<file path="src/rtl/boreal_packet_rx.sv">
// boreal_packet_rx
//   UART (8N1, LSB first) receiver feeding a cursor packet parser.
//   Packet: 0xA5, dx, dy, buttons [, chk = dx ^ dy ^ buttons].
//
// Optional feature macro: BOREAL_RX_CHECKSUM_EN
//   defined   -> 5-byte packets, checksum verified, chk_err can pulse
//   undefined -> 4-byte packets, chk_err tied low
//
// Ports
//   clk        system clock, everything on the rising edge
//   rst        synchronous active-high reset
//   uart_rx    asynchronous serial line, idles high
//   pkt_valid  one-cycle pulse when an accepted packet is latched
//   dx, dy     signed deltas of the last accepted packet
//   left_btn   buttons bit 0 of the last accepted packet
//   right_btn  buttons bit 1 of the last accepted packet
//   frame_err  one-cycle pulse on a stop-bit error
//   chk_err    one-cycle pulse on a checksum mismatch
//
// Bit FSM
//   state   | meaning
//   B_IDLE  | waiting for a falling edge, inter-byte gap timer running
//   B_START | counting to the start-bit centre to reject glitches
//   B_DATA  | sampling 8 data bits at bit centres
//   B_STOP  | sampling the stop bit, then handing the byte to the parser
//
// Packet parser
//   state     | meaning
//   P_HUNT    | discarding bytes until 0xA5
//   P_GOT_HDR | header seen, next byte is dx
//   P_GOT_DX  | dx captured, next byte is dy
//   P_GOT_DY  | dy captured, next byte is buttons
//   P_CHK     | buttons captured, next byte is checksum (checksum build only)

module boreal_packet_rx #(
  parameter int CLKS_PER_BIT = 868,
  parameter int TIMEOUT_BITS = 20
) (
  input  logic       clk,
  input  logic       rst,
  input  logic       uart_rx,
  output logic       pkt_valid,
  output logic [7:0] dx,
  output logic [7:0] dy,
  output logic       left_btn,
  output logic       right_btn,
  output logic       frame_err,
  output logic       chk_err
);

  // One width for both down-counters so the gap timer can hold the full timeout.
  localparam int CNT_W = $clog2(CLKS_PER_BIT * TIMEOUT_BITS + 1);
  localparam logic [CNT_W-1:0] HALF_LAST = CNT_W'(CLKS_PER_BIT / 2 - 1);
  localparam logic [CNT_W-1:0] BIT_LAST  = CNT_W'(CLKS_PER_BIT - 1);
  localparam logic [CNT_W-1:0] GAP_LOAD  = CNT_W'(CLKS_PER_BIT * TIMEOUT_BITS);
  localparam logic [CNT_W-1:0] CNT_ONE   = CNT_W'(1);

  typedef enum logic [1:0] {B_IDLE, B_START, B_DATA, B_STOP} bstate_t;

  typedef enum logic [2:0] {
    P_HUNT, P_GOT_HDR, P_GOT_DX, P_GOT_DY
`ifdef BOREAL_RX_CHECKSUM_EN
    , P_CHK
`endif
  } pstate_t;

  logic             rx_meta, rx_sync, rx_prev;
  bstate_t          bstate;
  pstate_t          pstate;
  logic [CNT_W-1:0] bit_cnt;
  logic [CNT_W-1:0] gap_cnt;
  logic [2:0]       bit_idx;
  logic [7:0]       shreg;
  logic [7:0]       sh_dx, sh_dy;
`ifdef BOREAL_RX_CHECKSUM_EN
  logic [7:0]       sh_btn;
`endif

  // Synchroniser resets to the idle level so reset release looks like an idle line.
  always_ff @(posedge clk) begin
    if (rst) begin
      rx_meta <= 1'b1;
      rx_sync <= 1'b1;
      rx_prev <= 1'b1;
    end else begin
      rx_meta <= uart_rx;
      rx_sync <= rx_meta;
      rx_prev <= rx_sync;
    end
  end

  always_ff @(posedge clk) begin
    if (rst) begin
      bstate    <= B_IDLE;
      pstate    <= P_HUNT;
      bit_cnt   <= '0;
      gap_cnt   <= '0;
      bit_idx   <= '0;
      shreg     <= '0;
      sh_dx     <= '0;
      sh_dy     <= '0;
`ifdef BOREAL_RX_CHECKSUM_EN
      sh_btn    <= '0;
`endif
      dx        <= '0;
      dy        <= '0;
      left_btn  <= 1'b0;
      right_btn <= 1'b0;
      pkt_valid <= 1'b0;
      frame_err <= 1'b0;
      chk_err   <= 1'b0;
    end else begin
      pkt_valid <= 1'b0;
      frame_err <= 1'b0;
      chk_err   <= 1'b0;

      case (bstate)
        B_IDLE: begin
          // Gap timer only runs between bytes; expiry abandons a partial packet.
          if (gap_cnt != '0)
            gap_cnt <= gap_cnt - CNT_ONE;
          else if (pstate != P_HUNT)
            pstate <= P_HUNT;
          if (rx_prev && !rx_sync) begin
            bstate  <= B_START;
            bit_cnt <= HALF_LAST;
            bit_idx <= '0;
          end
        end

        B_START: begin
          if (bit_cnt != '0)
            bit_cnt <= bit_cnt - CNT_ONE;
          else if (!rx_sync) begin
            bstate  <= B_DATA;
            bit_cnt <= BIT_LAST;
          end else
            bstate  <= B_IDLE;
        end

        B_DATA: begin
          if (bit_cnt != '0)
            bit_cnt <= bit_cnt - CNT_ONE;
          else begin
            shreg   <= {rx_sync, shreg[7:1]};
            bit_cnt <= BIT_LAST;
            bit_idx <= bit_idx + 3'd1;
            if (bit_idx == 3'd7)
              bstate <= B_STOP;
          end
        end

        B_STOP: begin
          if (bit_cnt != '0)
            bit_cnt <= bit_cnt - CNT_ONE;
          else begin
            // Back to IDLE at the stop-bit centre so the next start edge is not missed.
            bstate <= B_IDLE;
            if (!rx_sync) begin
              frame_err <= 1'b1;
              pstate    <= P_HUNT;
            end else begin
              gap_cnt <= GAP_LOAD;
              case (pstate)
                P_HUNT:    if (shreg == 8'hA5) pstate <= P_GOT_HDR;
                P_GOT_HDR: begin sh_dx <= shreg; pstate <= P_GOT_DX; end
                P_GOT_DX:  begin sh_dy <= shreg; pstate <= P_GOT_DY; end
`ifdef BOREAL_RX_CHECKSUM_EN
                P_GOT_DY:  begin sh_btn <= shreg; pstate <= P_CHK; end
                P_CHK: begin
                  if (shreg == (sh_dx ^ sh_dy ^ sh_btn)) begin
                    dx        <= sh_dx;
                    dy        <= sh_dy;
                    left_btn  <= sh_btn[0];
                    right_btn <= sh_btn[1];
                    pkt_valid <= 1'b1;
                  end else
                    chk_err   <= 1'b1;
                  pstate <= P_HUNT;
                end
`else
                P_GOT_DY: begin
                  dx        <= sh_dx;
                  dy        <= sh_dy;
                  left_btn  <= shreg[0];
                  right_btn <= shreg[1];
                  pkt_valid <= 1'b1;
                  pstate    <= P_HUNT;
                end
`endif
                default: pstate <= P_HUNT;
              endcase
            end
          end
        end

        default: bstate <= B_IDLE;
      endcase
    end
  end

endmodule

</file>
<file path="config.mk">
export PLATFORM = sky130hd
export DESIGN_NAME = boreal_packet_rx
export DESIGN_NICKNAME = d
export VERILOG_FILES = /design/src/rtl/boreal_packet_rx.sv
export SDC_FILE = /design/constraint.sdc
export NUM_CORES = 1
export LEC_CHECK = 0
export ABC_AREA = 1
export CAP_MARGIN = 20
export CORE_MARGIN = 3
export CORE_UTILIZATION = 53
export CTS_BUF_LIST = sky130_fd_sc_hd__clkbuf_16
export CTS_CLUSTER_SIZE = 20
export DETAILED_ROUTE_END_ITERATION = 7
export GPL_ROUTABILITY_DRIVEN = 0
export GPL_TIMING_DRIVEN = 0
export PLACE_DENSITY = 0.75
export RECOVER_POWER = 100
export SLEW_MARGIN = 0
export SYNTH_ARGS = -nofsm -noshare
export SYNTH_HDL_FRONTEND = slang
export SYNTH_SLANG_ARGS = --single-unit
</file>
<file path="constraint.sdc">
create_clock -name clk -period 1.5 [get_ports clk]
set_input_delay 0.45 -clock clk [delete_from_list [all_inputs] [get_ports clk]]
set_output_delay 0.45 -clock clk [all_outputs]
set_load 0.02 [all_outputs]
</file>
==> flow_results.org <==
** Detailed routing
- First-pass iteration count of the detailed router :: 7
- After detailed routing, the number of vias per cell comes to approximately 5.8.
- Vias after detailed routing :: 4426
- After detailed routing, the number of remaining DRC violations is 0.
- Routed length per placed instance :: roughly 18 µm
- Count of routing violations after the opening detailed-route iteration :: ~350
- Once detail routing completed, the nets flagged for antenna violations numbered 0.
- Total length of routed wires :: roughly 14000 µm

** Clock tree
- Clock tree from TritonCTS :: yes
- Root buffer cell :: clkbuf_16
- The clock reaches the later pin of the worst-skew pair after roughly 0.35 ns.
- Clock-pin slew reported for the worst setup and hold paths after clock tree synthesis :: 0.07 ns
- Cts-stage hold buffer count :: 0
- No sink is reached through more buffers than the 2 on the longest clock path.
- Depth of the CTS H-tree :: 3
- CTS sink count :: 84
- Clock tree synthesis inserted a total of 9 buffers.

** STA
- Static timing analysis puts the maximum clock frequency at 0.520 GHz.
- At the pin with the least slew margin, the transition time is 0.829 ns.
- Final hold slack :: approximately 0.44 ns
- Setup repair after global routing could not meet its margin everywhere.
- Headroom to the max-slew limit came out at ~45%.
- In the post-route analysis, the smallest setup slack over all paths is -0.423 ns.
- Setup violations remaining at the end of the flow were counted as between 80 and 90.
- Largest clock skew in the final design :: 0.0121 ns
- Final slew viol count :: 0
- In the finished design, the share of the clock period the worst path needs comes to 128%.
- The final count of hold timing violations came to 0.
- Time the worst path needs with I/O delays and setup :: approximately 1.9 ns

** Logic synthesis
- Post-synth EDFFs :: 0
- After synthesis the cells add up to 4030 µm².
- Share of synthesized flip-flops with an asynchronous set or reset :: 0%
- Most common flop cell mapped by yosys :: dfxtp_1
- #FFs+latches synth :: 84
- Share of Yosys cell area claimed by the top area cell type :: between 40% and 50%
- Synthesized netlist net count :: between 600 and 700
- By count the netlist is led by 133 x nand2_1, 115 x nor2_1, 84 x dfxtp_1.
- Count of cell types in the netlist :: 31
- Post-Syn Area per Cell :: just under 7 µm²
- Leading area contributor after synthesis :: dfxtp_1
- In the synthesized netlist, the number of instances is between 500 and 600.
- Top post-synthesis cells by area :: dfxtp_1 42%, nand2_1 12%, nor2_1 11%, a21oi_1 5.6%, o21ai_0 5.6%
- Most used standard cell by instance count after synthesis :: nand2_1
- Proportion of synthesized chip area in sequential cells :: about two fifths
- Number of warning messages in the yosys log :: 0

** Power
- Per report_power, the sequential group accounts for a little over a quarter of the total.
- Combinational power share :: around half
- Maximum vdd ir drop :: around 0.93 mV
- Summed over all cells, the static leakage comes to ~2.7 nW.
- Switching power total :: 0.00456 W
- Dividing total power by cell area gives a power density of between 1500 and 2000 nW/µm².
- Internal power comes to around 0.0063 W.
- Share of total power consumed by net switching :: between 40% and 50%
- Share of total power in the clock network :: 22.8%

** Worst hold path
- Endpoint of the worst hold path :: rx_sync
- In this run the worst hold path is classified as reg2reg.
- Worst hold stages :: 1
- Hold wc startpoint :: rx_meta

** Worst setup path
- Launching point of the worst reg2reg path :: bit_cnt[0]
- By startpoint and endpoint, the worst setup path is classified as reg2reg.
- Endpoint of the most critical register-to-register path :: dx[3]
- Among all stages on the critical path, the largest delay is contributed by dfxtp_2.
- Among cell families on the critical path, the largest total delay comes from simple AND/OR/NAND/NOR gates.
- Arrival time at the worst endpoint :: between 2 and 2.5 ns
- The critical path runs through a total of 12 cells.
- Of all nets on the critical path, the largest fanout is 10.
- Slowest stage delay, CP :: roughly 0.33 ns
- Critical path required time :: between 1.5 and 2 ns
- Setup slack of the worst register-to-register path :: -0.42 ns
- Crit path capture type :: flip-flop
- Critical-path cell list :: inv_2 > ha_4 > inv_2 > nor2_2 > nand2_1 > nor2_1 > nand2_2 > buf_6 > nor2_4 > buf_6 > o21ai_0 > nor2_1
- Counting cells, the worst reg-to-reg path comes to 12.
- STA classifies the critical path startpoint as a flip-flop.
- Counting both buffers and inverters, the worst setup path holds a total of 4.

** Die
- Horiz. Die Dim :: around 93 µm
- Num ports :: 24
- The floorplan step defined a die boundary enclosing a little under 9000 µm².
- Number of placement rows :: 31
- Die Span Y :: around 93 µm
- Initial cell density of the core :: a little over half
- Total core area :: ~7300 µm²

** Placement
- After detailed placement, the design holds a cell count of ~710.
- In this run the cell area measured after placement is approximately 4400 µm².
- Placement Setup Slack :: -0.508 ns
- Number of buffers added on ports :: 22
- The HPWL after detailed placement is ~6800 µm.

** GRT
- Global routing met1 resource utilization :: roughly 33%
- Entering global routing, the biggest net connects 16 pins.
- Global routing finished with a remaining overflow of 0.
- Number of global-route vias before repair :: approximately 4100
- Global routing used roughly 50% of the available met2 tracks.
- In the global route stage, overall resource usage came out at 27.8%.
- The first global-routing pass estimated roughly 19000 µm of wire.
- The number of antenna violations at the first check in global routing is 0.
- Met3 Track Usage GR :: under 10%
- met2 is the most crowded layer.

** Finish
- Antenna diode instance count :: 0
- Cells fill roughly four fifths of the core in the end.
- The count of cells in the finished layout, fillers not included, comes to between 700 and 800.
- Compared with the post-synthesis result, the final layout area differs by 44.1%.
- Of the cells placed in the final design, the portion with a size suffix greater than 1 is 35.4%.
- After routing the design area is around 5800 µm².
- Final net count :: slightly below 700

** Run status
- Failing checks :: negative setup slack
- The flow ran to the end, but the final reports show violations.

** Flow run
- Across the run, the number of max-cap violations was 0.
==> power by group through the flow <==
stage                     Clock [W]  Combinational (W)  Sequential (W)
final                       0.00246            0.00547         0.00289
after global routing        0.00255            0.00587         0.00292
after detailed placement          0            0.00323         0.00280
after global placement            0            0.00313         0.00279
after CTS                   0.00243            0.00451         0.00283
after floorplan                   0            0.00264         0.00274
==> registers in the layout, indices dropped and copies added (netlist names), 2 cells and up, named ones only <==
signal / cells
bit_cnt: 15
bit_idx: 3
dx: 8
dy: 8
gap_cnt: 15
pstate: 2
sh_dx: 8
sh_dy: 8
shreg: 8
==> per-layer routing <==
layer	up-vias	share of wire, %
li1	2039	-
met5	-	0
met4	0	5.3
met1	2092	37
met2	222	52
met3	73	5.7
==> metrics by stage <==
stage	power, W	setup TNS (ns)
3_5_place_dp	0.00602	-31.00
2_1_floorplan	0.00538	-1.83
4_1_cts	0.00977	-14.41
3_3_place_gp	0.00592	-27.23
6_report	0.0108	-21.00
5_1_grt	0.0113	-27.11
==> kinds of logic after synthesis <==
family / share of synthesized area, %
and+or+nand+nor: 32.2
adders and majority gates: 4.04
DFF: 41.7
xor gates and xnor gates: 1.52
buffers and inverters: 7.48
AOI/OAI and AO/OA: 12.9
other: 0.0930
==> cell usage in the layout, fill, tap and decap left out, drive strengths merged, types with 2 or more instances in the layout <==
cell | synthesis | layout
bufinv | 0 | 2
clkinv | 2 | 2
nand3b | 2 | 2
dfxtp | 84 | 84
xnor2 | 3 | 3
clkbuf | 7 | 18
nor2 | 120 | 120
nor3 | 10 | 10
nand2 | 137 | 137
ha | 13 | 13
or2 | 5 | 5
clkdlybuf4s50 | 0 | 2
buf | 12 | 49
nand4 | 3 | 3
a211oi | 7 | 7
xor2 | 4 | 4
nand3 | 36 | 36
a21oi | 45 | 45
dlygate4sd2 | 0 | 19
inv | 52 | 56
o21ai | 47 | 47
==> worst register-to-register path: cells and delay by family (launching register included) <==
| kind | cells | cell delay [ns] |
|---|---|---|
| compound gates | 1 | 0.13 |
| fa+ha+maj | 1 | 0.14 |
| buf+inv | 4 | 0.47 |
| flops | 1 | 0.33 |
| simple gates | 6 | 0.77 |
==> how the worst max path moves through the flow <==
stage / start / to / slack (ns)
after floorplan: bit_cnt[1] / bit_cnt[14] / -0.13
after CTS: bit_cnt[0] / bit_cnt[14] / -0.25
after global placement: rst / sh_dx[5] / -0.47
final: bit_cnt[0] / dx[3] / -0.42
after global routing: bit_cnt[0] / dx[3] / -0.52
after detailed placement: rst / sh_dx[6] / -0.51
==> area by class of cell <==
class	count	area [µm²]
inverter	54	221
timing repair buffer	61	604
fill	430	1520
clock buffer	9	225
tap	99	124
clock inverter	7	97.6
sequential	84	1700
multi-input combinational	435	2670
buffer	19	170
==> what timing repair did <==
action                     CTS  global route
gates resized for setup    172            95
gates cloned                 6             1
setup endpoints to repair  100            82
pin swaps                   45            18
setup buffers               26             6
Power figures use the tool's default switching activity.
